[src/rtl/lcd_frame_loader.sv]
// Byte-stream frame loader for the LCD character display: assembles a frame in a
// shadow buffer and commits it to the held display outputs in a single cycle.
`timescale 1ns/1ps

module lcd_frame_loader #(
  parameter int NUM_BYTES      = 12,
  parameter int TIMEOUT_CYCLES = 50_000_000
) (
  input  logic       iCLK,
  input  logic       iRST_N,
  input  logic [7:0] iDATA,
  input  logic       iVALID,
  input  logic       iSOF,
  output logic       oREADY,
  output logic [7:0] oD0X0,
  output logic [7:0] oD0X1,
  output logic [7:0] oD0X2,
  output logic [7:0] oD0X3,
  output logic [7:0] oD0X4,
  output logic [7:0] oD0X5,
  output logic [7:0] oD1X0,
  output logic [7:0] oD1X1,
  output logic [7:0] oD1X2,
  output logic [7:0] oD1X3,
  output logic [7:0] oD1X4,
  output logic [7:0] oD1X5,
  output logic [7:0] oFRAME_CNT,
  output logic       oBUSY,
  output logic       oERR
);

  localparam int IW = (NUM_BYTES > 1) ? $clog2(NUM_BYTES) : 1;
  localparam int TW = (TIMEOUT_CYCLES > 1) ? $clog2(TIMEOUT_CYCLES) : 1;

  typedef enum logic [1:0] {
    S_IDLE,
    S_FILL,
    S_COMMIT
  } state_e;

  state_e        state_q, state_d;
  logic [IW-1:0] idx_q, idx_d;
  logic [TW-1:0] tmo_q, tmo_d;
  logic [7:0]    shadow_q [NUM_BYTES];
  logic [7:0]    shadow_d [NUM_BYTES];
  logic [7:0]    disp_q   [NUM_BYTES];
  logic [7:0]    disp_d   [NUM_BYTES];
  logic [7:0]    cnt_q, cnt_d;
  logic          err_q, err_d;
  logic          ready;
  logic          accept;

  assign ready  = (state_q != S_COMMIT);
  assign accept = iVALID && ready;

  always_comb begin
    // NOTE: every next-state signal gets its hold value first so no path through
    // the case statement can leave one unassigned and infer a latch.
    state_d  = state_q;
    idx_d    = idx_q;
    tmo_d    = tmo_q;
    shadow_d = shadow_q;
    disp_d   = disp_q;
    cnt_d    = cnt_q;
    err_d    = err_q;

    case (state_q)
      S_IDLE: begin
        // Bytes without a start-of-frame marker are consumed and dropped.
        if (accept && iSOF) begin
          shadow_d[0] = iDATA;
          idx_d       = IW'(1);
          tmo_d       = '0;
          state_d     = S_FILL;
        end
      end

      S_FILL: begin
        if (accept) begin
          tmo_d = '0;
          if (iSOF) begin
            // Resync: restart the frame and flag the abandoned one.
            shadow_d[0] = iDATA;
            idx_d       = IW'(1);
            err_d       = 1'b1;
          end else begin
            shadow_d[idx_q] = iDATA;
            idx_d           = idx_q + IW'(1);
            if (idx_q == IW'(NUM_BYTES - 1)) begin
              state_d = S_COMMIT;
            end
          end
        end else if (tmo_q == TW'(TIMEOUT_CYCLES - 1)) begin
          state_d = S_IDLE;
          idx_d   = '0;
          tmo_d   = '0;
          err_d   = 1'b1;
        end else begin
          tmo_d = tmo_q + TW'(1);
        end
      end

      S_COMMIT: begin
        disp_d  = shadow_q;
        cnt_d   = cnt_q + 8'd1;
        err_d   = 1'b0;
        idx_d   = '0;
        state_d = S_IDLE;
      end

      default: begin
        state_d = S_IDLE;
      end
    endcase
  end

  always_ff @(posedge iCLK) begin
    if (!iRST_N) begin
      state_q <= S_IDLE;
      idx_q   <= '0;
      tmo_q   <= '0;
      cnt_q   <= '0;
      err_q   <= 1'b0;
      // NOTE: the byte arrays are cleared on reset because the display must
      // read 00 after reset; these are small flop arrays, not a RAM macro.
      for (int i = 0; i < NUM_BYTES; i++) begin
        shadow_q[i] <= '0;
        disp_q[i]   <= '0;
      end
    end else begin
      // NOTE: non-blocking assignments so every register updates from the
      // values present before the edge, independent of statement order.
      state_q  <= state_d;
      idx_q    <= idx_d;
      tmo_q    <= tmo_d;
      cnt_q    <= cnt_d;
      err_q    <= err_d;
      shadow_q <= shadow_d;
      disp_q   <= disp_d;
    end
  end

  // Slot order: row 0 columns 0..5, then row 1 columns 0..5.
  assign oD0X0 = disp_q[0];
  assign oD0X1 = disp_q[1];
  assign oD0X2 = disp_q[2];
  assign oD0X3 = disp_q[3];
  assign oD0X4 = disp_q[4];
  assign oD0X5 = disp_q[5];
  assign oD1X0 = disp_q[6];
  assign oD1X1 = disp_q[7];
  assign oD1X2 = disp_q[8];
  assign oD1X3 = disp_q[9];
  assign oD1X4 = disp_q[10];
  assign oD1X5 = disp_q[11];

  assign oFRAME_CNT = cnt_q;
  assign oREADY     = ready;
  assign oBUSY      = (state_q != S_IDLE);
  assign oERR       = err_q;

endmodule

[config.mk]
export PLATFORM = sky130hd
export DESIGN_NAME = lcd_frame_loader
export DESIGN_NICKNAME = d
export VERILOG_FILES = /design/src/rtl/lcd_frame_loader.sv
export SDC_FILE = /design/constraint.sdc
export NUM_CORES = 1
export LEC_CHECK = 0
export ABC_AREA = 1
export BUFFER_PORTS_ARGS = -buffer_cell sky130_fd_sc_hd__buf_4
export CAP_MARGIN = 25
export CORE_AREA = 2 2 145 147
export DETAILED_ROUTE_END_ITERATION = 16
export DIE_AREA = 0 0 147 149
export GPL_ROUTABILITY_DRIVEN = 0
export PLACE_DENSITY_LB_ADDON = 0.08
export SETUP_SLACK_MARGIN = 0.02
export SYNTH_ARGS = -nofsm -noshare
export SYNTH_HDL_FRONTEND = slang
export SYNTH_SLANG_ARGS = --single-unit
[constraint.sdc]
create_clock -name iCLK -period 2.35 [get_ports iCLK]
set_input_delay 0.235 -clock iCLK [delete_from_list [all_inputs] [get_ports iCLK]]
set_output_delay 0.235 -clock iCLK [all_outputs]
set_load 0.01 [all_outputs]
* Word level (Yosys, flattened, before mapping)
Index checks and enable logic that the tools add are counted.
** Storage, ports and cells
- Latch bits :: 0
- Memory bits (writable) :: 0
- ROM bits :: 0
- Word-level logic and storage cells :: 88
- Memories :: 0
- Flip-flop bits (word level) :: 233
- Output and inout bits :: 107
- Bits of input ports :: 12
** Cells by class
- $mul :: 0
- Bitwise gates (word level) :: 2
- Mux-type cells :: 27
- Equal/unequal tests :: 11
- Add/subtract/negate cells :: 3
- $lt $le $gt $ge :: 2
- Shifts and indexed selects :: 0
- Div/mod/pow operators :: 0
- Reductions and logical operators :: 14
** Operators by type and width (count)
- bitwise mux 96 bit :: 1
- 2-to-1 mux 96 bit :: 1
- 2-to-1 mux 88 bit :: 1
- 2-to-1 mux 26 bit :: 3
- one-hot mux 26 bit (2 select lines) :: 1
- demux 8 bit (select 4 bit) :: 1
- adder 26 x 1 -> 26 bit (second input constant) :: 1
- == test 26 bit (second input constant) :: 1
- 2-to-1 mux 8 bit :: 3
- 2-to-1 mux 4 bit :: 4
- one-hot mux 8 bit (2 select lines) :: 1
- inequality test 3 bit (second input constant) :: 4
- one-hot mux 4 bit (3 select lines) :: 1
- AND reduction 3 bit :: 4
- 2-to-1 mux 2 bit :: 5
- adder 8 x 1 -> 8 bit (second input constant) :: 1
- inequality test 2 bit (second input constant) :: 3
- nonzero test 2 bit :: 3
- >= comparator 5 bit (second input constant) :: 1
- < comparator 5 x 1 -> 1 bit (second input constant) :: 1
- NOT 4 -> 5 bit :: 1
- adder 4 x 1 -> 4 bit (second input constant) :: 1
- == test 4 bit (second input constant) :: 1
- one-hot mux 2 bit (2 select lines) :: 1
- 10 further kinds :: 14

* Logic depth before layout (Yosys ltp)
- Depth in word-level cells :: 9
- Gate-level depth with buffers :: 12
- Mapped depth without buffers :: 11

* Least setup slack after synthesis
Ideal clock, no wire load.
- Kind :: register to register
- From :: register state_q[0]
- To :: register shadow_q[48] (netlist name)
- Arrival time :: 1612 ps
- Setup slack :: 673 ps
- Clock period less this slack :: 1677 ps
- Data required time :: 2286 ps
- Stages on the path, launching flop included :: 13
- Setup time :: 64 ps
- Cell sequence :: dfxtp_1 > inv_1 > ha_1 > nor2_4 > inv_2 > nor2_2 > nand2_1 > clkinv_2 > buf_8 > nand3_4 > clkinv_2 > nor2_1 > nor2_1
** Between the ends
- Word-level cells in the longest chain between the ends :: 3
** Ends and longest elaborated chain
- from (decl) :: RTL line 41 : state_e state_q, state_d;
- from (signal assigned) :: RTL line 133 : state_q <= state_d;
- inequality test 2 bit :: RTL line 53 : assign ready = (state_q != S_COMMIT);
- logical AND 1 bit :: RTL line 54 : assign accept = iVALID && ready;
- AND reduction 3 bit (no source line) (*)
- to (signal assigned) :: RTL line 138 : shadow_q <= shadow_d;
- to (decl) :: RTL line 44 : logic [7:0] shadow_q [NUM_BYTES];
Mark *: on every way between the ends. The rest lies on a longest branch, timed or not.
A chain may end at the register's enable or synchronous reset.

* Worst setup path after layout
- From :: register state_q[0]
- To :: register shadow_q[88] (netlist name)
** Between the ends
- Word-level cells in the longest chain between the ends :: 5
** Ends and longest elaborated chain
- inequality test 2 bit :: RTL line 53
- logical AND 1 bit :: RTL line 54
- logical AND 1 bit :: RTL line 70 : if (accept && iSOF) begin
- inequality test 2 bit (no source line)
- AND reduction 3 bit (no source line)
Several ways; a longest one is shown, not always the timed one.

==> summary.txt <==
Global route
  – First-pass GRT wire length: 35900 um
  – Met1 Use GR: 0.276
  – Met2 Use GR: 0.321
  – GRT Overall Usage: 0.198
  – Largest net degree at the start of global routing: 99
  – Global-route track usage on met3: 0.0339
  – Most used routing layer: met2
  – Initial antenna violation count: 0
  – Vias in the first global route: 7114
  – GRT overflow: 0

Clock network
  – Clock transition at path regs: 0.06 ns
  – CTS H-tree depth: 1
  – Setup Buffers After CTS: 0
  – Quantity of hold-fixing buffers added after cts: 0
  – Bufs on Longest Clock Path: 3
  – Insertion delay to the later sink of the worst-skew pair: 0.52 ns
  – CTS tree: yes
  – CTS root buf: clkbuf_16
  – Clock sinks: 233
  – CTS buffer count: 25
  – Post-CTS sizing: 0

Yosys
  – Post-synth EDFFs: 0
  – Register bit total from synthesis: 233
  – Asr flop ratio synth: 0
  – Sequential fraction of the synthesis area: 0.521
  – Syn_nets: 1196
  – Synth Warn #: 0
  – Avg Inst Size Synth: 7.62 um^2
  – Yosys cell types: 33
  – Cell Area, Synth: 8950 um^2
  – Ys flop type: dfxtp_1
  – Mapped Cells: 1175

Worst setup path
  – CP startpoint: state_q[0]$_SDFFE_PN0P_
  – CP Buf/Inv Count: 1
  – R2R Path Start: state_q[0]$_SDFFE_PN0P_
  – Critical path launch point type: register
  – Critical Path AT: 2.42 ns
  – CP max stage cell: dfxtp_1
  – Crit-path cells: inv_1 > ha_4 > nor2_4 > nand3_1 > nand2_2 > o211ai_2 > o21ai_0 > a21oi_1
  – CP peak stage delay: 0.35 ns
  – Setup crit end kind: register
  – CP Data Required Time: 2.72 ns
  – Crit Path Category: register to register
  – Critical path's top delay family: compound AO/OA/AOI/OAI gates
  – Crit path max fanout: 17

Worst hold path
  – HP Start: iDATA[6]
  – Min-Delay Path Class: input pin to register

Timing
  – Worst Max-Slew Pin Slew: 0.600 ns
  – Final Hold Fails: 0
  – Max-slew headroom: 0.599
  – RSZ-0062 raised after global routing: false
  – Final Cycle Share: 0.872
  – Pins Over Slew Limit: 0
  – F_max: 488 MHz
  – Clock skew: 0.0177 ns
  – # setup viols final: 0
  – Post-layout minimum cycle time: 2.05 ns
  – Fin Setup TNS: 0 ns

Die
  – Die area: 21900 um^2
  – Chip Width: 147 um
  – Initial Utilization: 0.435
  – Row cnt: 53
  – Die H: 149 um
  – # IOs: 119
  – Total core area: 20600 um^2

Placed design
  – # port buffers: 118
  – Placed Area: 10000 um^2
  – Placed Instances: 1518
  – HPWL after detailed placement: 13900 um

Status
  – Status: completed

Routing
  – Avg Vias per Cell: 4.84
  – WL final: 22100 um
  – DRC violations left: 0
  – Via count: 7552
  – 1st-pass router iterations: 4
  – Initial DRC count: 477
  – ANT nets after route: 0
  – Average wire per standard cell: 14.2 um

Finish
  – Fill cell total of the finished layout: 2049
  – Nets: 1291
  – Finished Cell Area: 10800 um^2
  – Share of cells above drive strength 1: 0.157
  – Fin cells: 1560
  – Synth-to-Final Area Change: 21.1%
  – N_diodes: 0
  – Post-layout util: 0.527

Power and ir drop
  – VDD IR max: 0.590 mV
  – Total power draw: 8.30 mW
  – Power Density: 766 nW/um^2
  – Total leakage power: 4.76 nW

Flow run
  – Max Cap Viol: 0
## layout by cell type, fill, tap and decap left out, types with 2 or more instances in the layout
cell,instances
nand4_1,5
nand2_1,76
clkbuf_16,25
clkbuf_8,6
clkinv_2,10
nand3_4,6
nor3_1,17
o21ai_0,146
o21ai_1,55
nor2_1,377
xor2_1,9
dfxtp_1,233
clkbuf_1,3
nand3_1,31
inv_2,4
xnor2_1,3
nor2_4,3
a21oi_1,49
nor2_2,5
bufinv_16,2
nand3_2,4
inv_1,64
nand2_2,3
buf_4,127
ha_1,8
## power by group
group          internal [mW]  switching [mW]  leakage (nW)
logic                  0.116           0.282          2.48
registers               3.98          0.0239          1.88
clock network           2.35            1.54         0.404
## sequential cells by signal, summed over array words and instances, names as in the netlist, 2 cells and up
register    cells
oD0X0           8
oD1X0           8
oD0X1           8
oD0X2           8
oFRAME_CNT      8
oD1X1           8
tmo_q          26
oD0X4           8
oD1X2           8
oD1X3           8
oD1X4           8
idx_q           4
oD1X5           8
oD0X5           8
oD0X3           8
shadow_q       96
state_q         2
## worst paths after layout
check,to,slack (ns),cells past startpoint
worst max register to register,shadow_q[88]$_SDFFE_PN0P_,0.30,8
worst min-delay path,shadow_q[6]$_SDFFE_PN0P_,0.13,3
worst max-delay path,shadow_q[88]$_SDFFE_PN0P_,0.30,8
worst min register to register,shadow_q[42]$_SDFFE_PN0P_,0.46,2
## routing by layer
layer	vias up	routed length (um)
li1	3970	-
met1	3406	11000
met2	150	9720
met3	26	1050
met4	0	361
met5	-	0
## synth_stat cells (all sizes together) (3+ instances only)
| library cell | count | area (um^2) |
|---|---|---|
| xnor2 | 3 | 26.3 |
| xor2 | 9 | 78.8 |
| nand3 | 41 | 300 |
| nor3 | 17 | 85.1 |
| a21oi | 49 | 245 |
| nand2 | 79 | 304 |
| clkbuf | 49 | 184 |
| nor2 | 385 | 1480 |
| clkinv | 8 | 38.8 |
| inv | 68 | 255 |
| dfxtp | 233 | 4660 |
| buf | 11 | 77.6 |
| nand4 | 5 | 31.3 |
| o21ai | 201 | 1010 |
| ha | 9 | 113 |
## through the flow
| step | setup slack [ns] | hold slack (ns) |
|---|---|---|
| 2_1_floorplan | 0.673 | 0.409 |
| 3_3_place_gp | 0.368 | 0.441 |
| 3_5_place_dp | 0.296 | 0.445 |
| 4_1_cts | 0.267 | 0.105 |
| 5_1_grt | 0.113 | 0.121 |
| 6_report | 0.300 | 0.125 |
## area by class of cell
type                    instances  area [um^2]  share of cell area
flip-flops and latches        233         4660               0.430
multi-input cells             806         3740               0.345
repair buffers                128          973              0.0898
clock buffers                  34          719              0.0664
well taps                     275          344              0.0317
inverters                      76          294              0.0271
clock inverters                 8          100             0.00923
## cell families after synthesis
kind of cell,synth area share
xor+xnor,0.0117
compound gates,0.143
flops,0.521
buf+inv,0.0621
simple gates,0.250
fa+ha+maj,0.0126
## worst reg2reg max path: cells and delay by family (launching register included)
family	cells	cell delay [ns]
buf+inv	1	0.10
flops	1	0.35
simple gates	3	0.61
compound gates	3	0.65
fa+ha+maj	1	0.20
Note: power is estimated with default switching activity, not from simulation.
